$ cat src/rtl/hf_decoder_if.sv
// hf_decoder_if
//   Groups the two streaming handshakes of the Huffman decoder:
//   the serial bit input and the decoded symbol output.
//   Ports/signals:
//     bit_in, bit_valid   -> decoder   stream bit (code MSB first) and its valid
//     bit_ready           <- decoder   decoder takes bit_in this cycle
//     sym_out, sym_valid  <- decoder   decoded symbol index and its valid
//     sym_ready           -> decoder   downstream accepts sym_out
//   Modports:
//     master  the stream source / symbol sink (e.g. a testbench)
//     slave   the decoder
interface hf_decoder_if #(
    parameter int SW = 3
);
    logic          bit_in;
    logic          bit_valid;
    logic          bit_ready;
    logic [SW-1:0] sym_out;
    logic          sym_valid;
    logic          sym_ready;

    modport master (
        output bit_in, bit_valid, sym_ready,
        input  bit_ready, sym_out, sym_valid
    );

    modport slave (
        input  bit_in, bit_valid, sym_ready,
        output bit_ready, sym_out, sym_valid
    );
endinterface

$ cat src/rtl/hf_decoder.sv
// hf_decoder
//   Serial Huffman decoder for the 5-symbol HF code table. A packed table of
//   right-justified codes plus their lengths is loaded with tbl_load; the
//   bitstream then arrives one bit per cycle and each completed code is
//   emitted as a symbol index on a valid/ready output.
//   Ports:
//     clk         rising-edge clock
//     rst         synchronous, active-high reset
//     tbl_load    capture code_table/code_len this cycle (beats bit accept)
//     code_table  NSYM*CW packed codes, sym0 in the top field
//     code_len    NSYM*LW packed lengths, sym0 in the top field, legal 1..CW
//     bus         hf_decoder_if slave: bit_in/bit_valid/bit_ready in,
//                 sym_out/sym_valid/sym_ready out
//     err         sticky error: no code matched in CW bits or bad length
//     busy        a partial code is being held
module hf_decoder #(
    parameter int NSYM = 5,
    parameter int CW   = 4,
    parameter int LW   = 3,
    parameter int SW   = 3
) (
    input  logic               clk,
    input  logic               rst,
    input  logic               tbl_load,
    input  logic [NSYM*CW-1:0] code_table,
    input  logic [NSYM*LW-1:0] code_len,
    hf_decoder_if.slave        bus,
    output logic               err,
    output logic               busy
);
    typedef enum logic [1:0] {
        IDLE = 2'd0,
        RUN  = 2'd1,
        ERR  = 2'd2
    } state_t;

    state_t        state, state_next;
    logic [CW-1:0] tbl_code [NSYM];
    logic [LW-1:0] tbl_len  [NSYM];
    logic [CW-1:0] acc, acc_n, mask;
    logic [LW-1:0] cnt, cnt_n;
    logic [SW-1:0] sym_out_q, match_idx;
    logic          sym_valid_q;
    logic          accept, match, load_bad, code_full;

    // The error flag is exactly "sitting in ERR": only a table load leaves it.
    assign err           = (state == ERR);
    assign busy          = (cnt != '0);
    assign bus.bit_ready = (state == RUN) && (!sym_valid_q || bus.sym_ready);
    assign bus.sym_out   = sym_out_q;
    assign bus.sym_valid = sym_valid_q;
    assign accept        = bus.bit_valid && bus.bit_ready;

    // A length of zero or longer than the field width makes the table unusable.
    always_comb begin
        load_bad = 1'b0;
        for (int i = 0; i < NSYM; i++) begin
            if ((code_len[(NSYM-1-i)*LW +: LW] == '0) ||
                (code_len[(NSYM-1-i)*LW +: LW] > LW'(CW))) begin
                load_bad = 1'b1;
            end
        end
    end

    // Candidate accumulator after taking bit_in, and the table lookup on it.
    // Only the low cnt_n bits take part in the compare. Scanning from the top
    // index down lets the lowest matching index win on a table with duplicates.
    always_comb begin
        acc_n     = {acc[CW-2:0], bus.bit_in};
        cnt_n     = cnt + LW'(1);
        code_full = (cnt_n == LW'(CW));
        for (int b = 0; b < CW; b++) begin
            mask[b] = (LW'(b) < cnt_n);
        end
        match     = 1'b0;
        match_idx = '0;
        for (int i = NSYM-1; i >= 0; i--) begin
            if ((tbl_len[i] == cnt_n) && ((tbl_code[i] & mask) == (acc_n & mask))) begin
                match     = 1'b1;
                match_idx = SW'(i);
            end
        end
    end

    always_ff @(posedge clk) begin
        if (rst) begin
            state <= IDLE;
        end else begin
            state <= state_next;
        end
    end

    always_comb begin
        state_next = state;
        if (tbl_load) begin
            state_next = load_bad ? ERR : RUN;
        end else if (accept && !match && code_full) begin
            state_next = ERR;
        end
    end

    // Datapath: table capture, bit accumulation and the output register.
    // The output is released by the handshake first, so a match landing in the
    // same cycle overwrites it and keeps sym_valid high for full-rate output.
    always_ff @(posedge clk) begin
        if (rst) begin
            for (int i = 0; i < NSYM; i++) begin
                tbl_code[i] <= '0;
                tbl_len[i]  <= '0;
            end
            acc         <= '0;
            cnt         <= '0;
            sym_out_q   <= '0;
            sym_valid_q <= 1'b0;
        end else if (tbl_load) begin
            for (int i = 0; i < NSYM; i++) begin
                tbl_code[i] <= code_table[(NSYM-1-i)*CW +: CW];
                tbl_len[i]  <= code_len[(NSYM-1-i)*LW +: LW];
            end
            acc         <= '0;
            cnt         <= '0;
            sym_valid_q <= 1'b0;
        end else begin
            if (sym_valid_q && bus.sym_ready) begin
                sym_valid_q <= 1'b0;
            end
            if (accept) begin
                if (match) begin
                    sym_out_q   <= match_idx;
                    sym_valid_q <= 1'b1;
                    acc         <= '0;
                    cnt         <= '0;
                end else if (code_full) begin
                    acc <= '0;
                    cnt <= '0;
                end else begin
                    acc <= acc_n;
                    cnt <= cnt_n;
                end
            end
        end
    end
endmodule

$ cat src/flat_wrapper.sv
// flat-port wrapper written by rule: the top's interface ports become plain ports
module hf_decoder_flat 
#(
    parameter int NSYM = 5,
    parameter int CW   = 4,
    parameter int LW   = 3,
    parameter int SW   = 3
)
  (clk, rst, tbl_load, code_table, code_len, err, busy, bus_bit_in, bus_bit_valid, bus_sym_ready, bus_bit_ready, bus_sym_out, bus_sym_valid);
  hf_decoder_if #(.SW(SW)) bus_i ();
  input  logic clk;
  input  logic rst;
  input  logic tbl_load;
  input  logic [NSYM*CW-1:0] code_table;
  input  logic [NSYM*LW-1:0] code_len;
  output logic err;
  output logic busy;
  input wire logic [$bits(bus_i.bit_in)-1:0] bus_bit_in;
  input wire logic [$bits(bus_i.bit_valid)-1:0] bus_bit_valid;
  input wire logic [$bits(bus_i.sym_ready)-1:0] bus_sym_ready;
  output wire logic [$bits(bus_i.bit_ready)-1:0] bus_bit_ready;
  output wire logic [$bits(bus_i.sym_out)-1:0] bus_sym_out;
  output wire logic [$bits(bus_i.sym_valid)-1:0] bus_sym_valid;
  assign bus_i.bit_in = bus_bit_in;
  assign bus_i.bit_valid = bus_bit_valid;
  assign bus_i.sym_ready = bus_sym_ready;
  assign bus_bit_ready = bus_i.bit_ready;
  assign bus_sym_out = bus_i.sym_out;
  assign bus_sym_valid = bus_i.sym_valid;
  hf_decoder #(.NSYM(NSYM), .CW(CW), .LW(LW), .SW(SW)) u_core (.clk(clk), .rst(rst), .tbl_load(tbl_load), .code_table(code_table), .code_len(code_len), .bus(bus_i), .err(err), .busy(busy));
endmodule
$ cat config.mk
export PLATFORM = sky130hd
export DESIGN_NAME = hf_decoder_flat
export DESIGN_NICKNAME = d
export VERILOG_FILES = /design/src/rtl/hf_decoder_if.sv /design/src/rtl/hf_decoder.sv /design/src/flat_wrapper.sv
export SDC_FILE = /design/constraint.sdc
export NUM_CORES = 1
export LEC_CHECK = 0
export ABC_AREA = 0
export CORE_UTILIZATION = 58
export CTS_BUF_LIST = sky130_fd_sc_hd__clkbuf_2
export DETAILED_ROUTE_END_ITERATION = 8
export GPL_TIMING_DRIVEN = 0
export PLACE_DENSITY_LB_ADDON = 0.2
export RECOVER_POWER = 25
export SYNTH_ARGS = -nofsm -noshare
export SYNTH_HDL_FRONTEND = slang
export SYNTH_SLANG_ARGS = --single-unit
export TNS_END_PERCENT = 30
$ cat constraint.sdc
create_clock -name clk -period 3.85 [get_ports clk]
set_input_delay 0.77 -clock clk [delete_from_list [all_inputs] [get_ports clk]]
set_output_delay 0.77 -clock clk [all_outputs]
set_load 0.02 [all_outputs]
**Word-level counts from Yosys, hierarchy flattened**

Memory sizes are Yosys's and may differ from the RTL's.
Index checks and enable logic that the tools add are counted.

- Flip-flop bits (word level): 12
- RAM bits: 35
- Output and inout port bits: 7
- Logic and storage cells: 114
- Memories kept: 2

Memory list:

| name | words | width | read ports | clocked after Yosys merged registers in | wr ports | line | text |
|---|---|---|---|---|---|---|---|
| u_core.tbl_code | 5 | 4 | 5 | 0 | 5 | hf_decoder.sv:38 | `logic [CW-1:0] tbl_code [NSYM];` |
| u_core.tbl_len | 5 | 3 | 5 | 0 | 5 | hf_decoder.sv:39 | `logic [LW-1:0] tbl_len [NSYM];` |

- Add/subtract/negate cells: 1
- Magnitude comparators: 9
- Equal/unequal tests: 13
- Multiplexer cells: 40
- Bitwise logic cells: 17
- Reductions and logical operators: 27

Operator list:

| operator | number |
|---|---|
| 3-bit 2-to-1 mux | 14 |
| 4-bit AND | 6 |
| 4-bit equality test | 5 |
| 4-bit 2-to-1 mux | 5 |
| 1-bit 2-to-1 mux | 18 |
| 3-bit equality test | 5 |
| 3-bit greater-than comparator (second input constant) | 5 |
| 3-bit logical NOT | 5 |
| 1-bit logical AND | 10 |
| 1-bit bitwise OR | 10 |
| 1-bit logical OR | 6 |
| 1-bit by 3-bit less-than comparator with 1-bit output (first input constant) | 2 |
| 2-bit by 3-bit less-than comparator with 1-bit output (first input constant) | 2 |
| 2-bit 2-to-1 mux | 3 |
| 3-bit by 1-bit adder with 3-bit output (second input constant) | 1 |
| 3-bit equality test (second input constant) | 1 |
| 3-bit AND reduction | 1 |
| 3-bit nonzero test | 1 |
| 2-bit by 1-bit equality test with 1-bit output (second input constant) | 1 |
| 2-bit equality test (second input constant) | 1 |
| 1-bit logical NOT | 2 |
| 2-bit nonzero test | 1 |
| 2-bit OR reduction | 1 |
| 1-bit inverter | 1 |

**Depth between registers and ports, before layout**

Gate-level depths: netlist of run 1.

- Depth after elaboration: 15
- Gate-level depth with buffers: 10
- Mapped depth without buffers: 9

**Least setup slack after synthesis of run 1**

OpenSTA, ideal clock, no wires.

- Path kind: input to register
- From: in tbl_load
- To: reg u_core.cnt[0]
- Data arrival time: 2.492 ns
- Path slack: 1.241 ns
- Stages: 4
- Path buffers: 1
- Cells stage by stage: or2_2 clkbuf_1 a21oi_1 a22o_1

- Longest elaborated chain between the ends: 1

Ends and longest elaborated chain:

| item | line | text |
|---|---|---|
| start: declaration | flat_wrapper.sv:13 | `input logic tbl_load;` |
| 2-bit OR reduction (no line) | - |  |
| end signal: assignment | hf_decoder.sv:138 | `cnt <= cnt_n;` |
| end: declaration | hf_decoder.sv:41 | `logic [LW-1:0] cnt, cnt_n;` |

Every way passes these cells.
A chain may end at the register's enable or synchronous reset.

**Worst setup path after layout of run 1**

- From: in bus_sym_ready
- To: out bus_bit_ready

- Longest elaborated chain between the ends: 2

Ends and longest elaborated chain:

| item | line | text |
|---|---|---|
| start: declaration | flat_wrapper.sv:20 | `input wire logic [$bits(bus_i.sym_ready)-1:0] bus_sym_ready;` |
| 1-bit logical OR | hf_decoder.sv:49 | `assign bus.bit_ready = (state == RUN) && (!sym_valid_q \|\| bus.sym_ready);` |
| 1-bit logical AND | hf_decoder.sv:49 |  |
| end: declaration | flat_wrapper.sv:21 | `output wire logic [$bits(bus_i.bit_ready)-1:0] bus_bit_ready;` |

Every way passes these cells.

==> results_dict.tcl, run 1 <==
set metrics [dict create \
    yosys.area_share.adder_pct 1.96 \
    slowest_delay_ps 610 \
    end_kind "output port" \
    finish.instance_area_sq_mm 0.00312 \
    grt_pass1_vias 1622 \
    synth.area.top_cells "edfxtp_1 (41%), dfxtp_1 (9.4%), xnor2_1 (8.9%), and2_1 (8.6%), xor2_1 (3.1%)" \
    path_common_cell "clkdlybuf4s50_1" \
    outcome "finished clean" \
    ctsRootBufferMaster "clkbuf_2" \
    final_antenna_net_count 0 \
    synth_edf_count 35 \
    max_cap_viol_count 0 \
    critPathCapture "bus_bit_ready" \
    timing.hold.ws_ps 469 \
    max_slew_margin_pct 35.9 \
    place_inst 320 \
    drt_pre_antenna_iters 4 \
    grt_max_degree 42 \
    ir_drop_uv 217 \
    drc_errors 0 \
    setup.worst_path.start "bus_sym_ready" \
    rows 23 \
    crit_path_cell_trace "clkdlybuf4s50_1 > nand2b_1 > and3b_1 > clkdlybuf4s50_1" \
    die-area_sq_mm 0.00468 \
    vias 1783 \
    antenna_cells 0 \
    powerDensity_mw_per_mm2 299 \
    async_flop_share_pct 0 \
    fin_nets 322 \
    cp.arrival_ps 2140 \
    synth_compound_area_share_pct 9.25 \
    rsz0062_at_grt "no" \
    synthMuxAreaShare_pct 0 \
    portBuffers 46 \
    finClkSkew_ps 16.5 \
    synthSimpleGateAreaFrac_pct 23.1 \
    drt_wl_total_mm 4.83 \
    cts.clk_slew.worst_paths_ps 210 \
    worstPathMaxFanout 3 \
    drive_above_1_share_pct 8.63 \
    worst_pin_slew_ps 962 \
    netlist_instances 224 \
    die_w_um 68.4 \
    synth_top_area_share_pct 41.1 \
    finalCritPeriodShare_pct 75.5 \
    critPathKind "in2out" \
    setup_tns_ps 0 \
    cts_made_buffers 5 \
    synthTopCellsByCount "and2_1 (35), edfxtp_1 (35), xnor2_1 (26)" \
    clk_latency_ps 400 \
    antenna_found_initial 0 \
    area_delta_synth_final_pct 22.0 \
    post_drt_wl_per_cell_um 14.7 \
    clock-sinks 47 \
    syn_area_sq_mm 0.00256 \
    cts-hold-fix-buffers 0 \
    finalHoldViolCount 0 \
    yosysTopAreaCell "edfxtp_1" \
    post_layout_nonfiller_instances 328 \
    track_usage_pct 23.3 \
    synth_top_family_by_area "simple AND/OR/NAND/NOR gates" \
    cts_setup_buffers 0 \
    syn_nets 269 \
    p_total_w 0.000932 \
    place_area_sq_mm 0.00308 \
    slew_violations 0 \
    drtIter0Drc 75 \
    reg2reg_from "u_core.cnt[0]" \
    p_leak_nw 1.15 \
    die_h_um 68.4 \
    yosys_warnings 0 \
    start_util_pct 62.1 \
    clk_path_buf_depth 2 \
    grt_pass1_wl_mm 7.58 \
    required_ps 3080 \
    syn_avg_cell_area_sq_um 11.4 \
    r2r_end "u_core.acc[0]" \
    ys_seq_elements 47 \
    ys_seq_area_share_pct 50.5 \
    critPathSlowestCell "clkdlybuf4s50_1" \
    ys.flop_type "edfxtp_1" \
    htree_levels 2 \
    place_congestion 0.899 \
    synth_xor_area_share_pct 12.0 \
    r2r_setup_slack_ps 1190 \
    gr-total-overflow 0 \
    vias_per_cell 5.44 \
    hpwl_mm 3.71 \
    cts.repair.resized 0 \
    ios 48 \
    min_period_ps 2910 \
    fmax_mhz 344 \
    hold_class "reg2reg" \
    tritoncts "done" \
    synth.distinct_cells 45 \
    fillCellCount 288 \
    startpoint_type "input pin" \
    setup_viol 0 \
    reg2regPathDepth 10 \
    fp.coreArea_sq_mm 0.00412 \
]
per-stage QoR:
stage | util, % | setup WS, ps
2_1_floorplan | - | 1240
3_3_place_gp | 74.8 | 92.0
3_5_place_dp | 74.9 | 815
4_1_cts | 75.8 | 927
5_1_grt | 75.8 | 859
6_report | 75.8 | 945
worst min-delay path by stage:
stage               slack [ps]  depth (start not counted)                     to                  start
floorplan                  460                          1        u_core.state[0]        u_core.state[0]
global placement           440                          2  u_core.bus.sym_out[0]  u_core.bus.sym_out[0]
detailed placement         450                          2  u_core.bus.sym_out[1]  u_core.bus.sym_out[1]
CTS                        470                          2  u_core.bus.sym_out[1]  u_core.bus.sym_out[1]
global route               500                          2  u_core.bus.sym_out[1]  u_core.bus.sym_out[1]
finish                     470                          2  u_core.bus.sym_out[1]  u_core.bus.sym_out[1]
power by group:
| part | total (W) | internal (W) | switching [W] |
|---|---|---|---|
| Combinational | 0.000147 | 0.0000824 | 0.0000643 |
| Sequential | 0.000594 | 0.000579 | 0.0000152 |
| Clock | 0.000191 | 0.0000438 | 0.000147 |
sequential cells by signal (all words and copies together), names as in the netlist:
name / flops
u_core.tbl_code: 20
u_core.tbl_len: 15
u_core.acc: 3
u_core.bus.sym_out: 3
u_core.cnt: 3
u_core.state: 2
u_core.bus.sym_valid: 1
layout make-up:
type	instances	area, sq um	share of cell area, %
clock inverters	2	7.51	0.241
well taps	50	62.6	2.01
repair buffers	46	460	14.8
plain buffers	11	65.1	2.09
flip-flops and latches	47	1290	41.4
multi-input cells	161	1180	37.9
clock buffers	6	30.0	0.963
inverters	5	18.8	0.602
kinds of logic after synthesis:
family / count (synthesis)
XOR/XNOR: 35
AO/OA/AOI/OAI: 35
flip-flops: 47
adder cells (fa/ha/maj): 4
buffers and inverters: 16
AND/OR/NAND/NOR: 87
critical path, delay by kind of cell:
kind,cells,cell delay (ps)
simple gates,2,310
buf+inv,2,1060
routing by layer:
layer  vias to the layer above  GRT usage (%)  routed length, um
met3                        10           6.50                214
met4                         0           10.2                 95
li1                        894              -                  -
met5                         -              0                  0
met1                       830           28.2               2130
met2                        49           38.6               2380
cell usage in the layout, fill, tap and decap left out, types with 4 or more instances in the layout:
master,instances
a21oi_1,13
a32o_1,4
and2_0,10
and2_1,25
and2b_1,5
clkbuf_1,4
clkbuf_2,9
clkdlybuf4s50_1,43
dfxtp_1,12
edfxtp_1,35
ha_1,4
inv_1,5
nand2_1,5
nor2_1,14
nor2b_1,8
o211ai_1,4
xnor2_1,26
xor2_1,9
(Power assumes the default switching activity.)
==> inputs of run 2 (changes only) <==
CORE_UTILIZATION = 49   (was 58)
clock period = 2.51 ns   (was 3.85 ns; I/O delays follow)
==> run 2 against run 1 <==
Compared with the run above: total power up 80%; largest cell class unchanged; utilization down 6.7 points; routed wire length up 10%; design area up 8.1%; register-to-register slack worse by 1100 ps.
==> results_dict.tcl, run 2 (same netlist as run 1, synthesis figures left out) <==
set metrics [dict create \
    ios 48 \
    fp.coreArea_sq_mm 0.00488 \
    reg_top3 "u_core.tbl_code x20, u_core.tbl_len x15" \
    drtIter0Drc 86 \
    outcome "finished clean" \
    seqCellArea_sq_mm 0.00130 \
    cts_made_buffers 5 \
    antenna_cells 0 \
    vias 1842 \
    setup_tns_ps 0 \
    end_kind "flip-flop" \
    drt_pre_antenna_iters 4 \
    final_common_cell "clkdlybuf4s50_1" \
    drt_wl_total_mm 5.32 \
    worst_slack_ps 62.6 \
    final_antenna_net_count 0 \
    drc_errors 0 \
    worst_pin_slew_ps 636 \
    track_usage_pct 21.0 \
    htree_levels 2 \
    cp.arrival_ps 2780 \
    largest_reg_flops 20 \
    grt_pass1_vias 1824 \
    place_ws_ps -121 \
    place_congestion 0.806 \
    critPathCapture "u_core.cnt[1]" \
    layout_common_cells "clkdlybuf4s50_1 (45), edfxtp_1 (35), and2_1 (32)" \
    gr-total-overflow 0 \
    portBuffers 46 \
    cts.clk_slew.worst_paths_ps 250 \
    finalCritPeriodShare_pct 97.5 \
    reg2regPathDepth 11 \
    multiInputGateArea_sq_mm 0.00124 \
    finalHoldViolCount 0 \
    setup.worst_path.start "u_core.cnt[0]" \
    tritoncts "done" \
    required_ps 2840 \
    vias_per_cell 5.17 \
    startpoint_type "flip-flop" \
    max_cap_viol_count 0 \
    antenna_found_initial 0 \
    die-area_sq_mm 0.00551 \
    setup_viol 0 \
    critPathKind "reg2reg" \
    r2r_setup_slack_ps 60 \
    slew_violations 0 \
    fillCellCount 393 \
    r2r_end "u_core.cnt[1]" \
    clk_latency_ps 430 \
    area_delta_synth_final_pct 31.9 \
    grt_max_degree 25 \
    reg2reg_from "u_core.cnt[0]" \
    rows 25 \
    clock-sinks 47 \
    ctsRootBufferMaster "clkbuf_2" \
    ir_drop_uv 331 \
    max_slew_margin_pct 57.5 \
    largest_register "u_core.tbl_code" \
    p_leak_nw 1.24 \
    post_drt_wl_per_cell_um 14.9 \
    drive_above_1_share_pct 15.9 \
    cts-hold-fix-buffers 0 \
    fmax_mhz 409 \
    fin_nets 333 \
    grt_pass1_wl_mm 8.49 \
    start_util_pct 52.4 \
    clk_path_buf_depth 2 \
    min_period_ps 2450 \
    hpwl_mm 3.78 \
    finClkSkew_ps 26.7 \
    powerDensity_mw_per_mm2 498 \
    worstPathMaxFanout 6 \
    die_w_um 74.2 \
    hold_class "reg2reg" \
    rsz0062_at_grt "yes" \
    die_h_um 74.2 \
]
==> run 2: changes by cell type in the layout (fill, tap and decap cells not counted), moves of 3 or more <==
| cell | before | now |
|---|---|---|
| ha_4 | 0 | 3 |
| ha_1 | 4 | 1 |
| buf_4 | 1 | 10 |
| and2_1 | 25 | 32 |
| and2_0 | 10 | 3 |
==> run 2: critical path, stage by stage (launching register included) <==
cell      delay (ps)
dfxtp_4          420
buf_8            120
inv_4             40
ha_4             180
buf_6            120
and3b_2          270
buf_4            130
nor2_1            50
or4_4            550
nand4b_4         140
nor3_4            60
a32o_1           250
==> run 2: what timing repair did <==
| item | in CTS | in global routing |
|---|---|---|
| buffers inserted | 3 | 7 |
| endpoints found under the setup margin | 11 | 12 |
| endpoints found under the hold margin | 0 | 0 |
| pin swaps | 4 | 9 |
| gates resized for setup | 6 | 10 |
==> run 2: worst min path at each step <==
stage,start,end,slack [ps],depth (start not counted)
3_3_place_gp,u_core.bus.sym_out[1],u_core.bus.sym_out[1],440,2
4_1_cts,u_core.bus.sym_out[1],u_core.bus.sym_out[1],470,2
5_1_grt,u_core.bus.sym_out[1],u_core.bus.sym_out[1],520,2
2_1_floorplan,u_core.state[0],u_core.state[0],460,1
6_report,u_core.bus.sym_out[1],u_core.bus.sym_out[1],470,2
3_5_place_dp,u_core.bus.sym_out[1],u_core.bus.sym_out[1],440,2
==> run 2: power breakdown <==
part | leakage, nW | switching [W] | internal (W)
combinational | 0.721 | 0.000104 | 0.000143
clock | 0.0492 | 0.000252 | 0.000267
sequential | 0.475 | 0.0000248 | 0.000886
total | 1.24 | 0.000381 | 0.00130
==> run 2: metal layers <==
metal  GRT usage [%]  part of all wire (%)  up-vias
met5               0                     0        -
met4            9.01                   2.5        0
met3            5.15                   4.2       12
met2            35.1                    49       59
met1            26.2                    45      858
li1                -                     -      913
==> run 2: layout make-up <==
class / instances / share of cell area (%)
repair buffers: 57 / 16.7
inverters: 5 / 0.631
plain buffers: 11 / 2.15
clock buffers: 5 / 0.742
well taps: 67 / 2.49
flip-flops and latches: 47 / 38.5
multi-input cells: 161 / 36.8
clock inverters: 3 / 2.00
==> run 2: through the flow <==
stage,total power (W),instance area [sq um],utilization [%],hold WS (ps),cells
4_1_cts,0.00168,3270,67.0,467,349
2_1_floorplan,0.00105,2560,-,458,224
5_1_grt,0.00174,3370,69.1,522,356
3_5_place_dp,0.00116,3130,64.1,441,338
3_3_place_gp,0.00115,3100,63.5,440,337
6_report,0.00168,3370,69.1,468,356
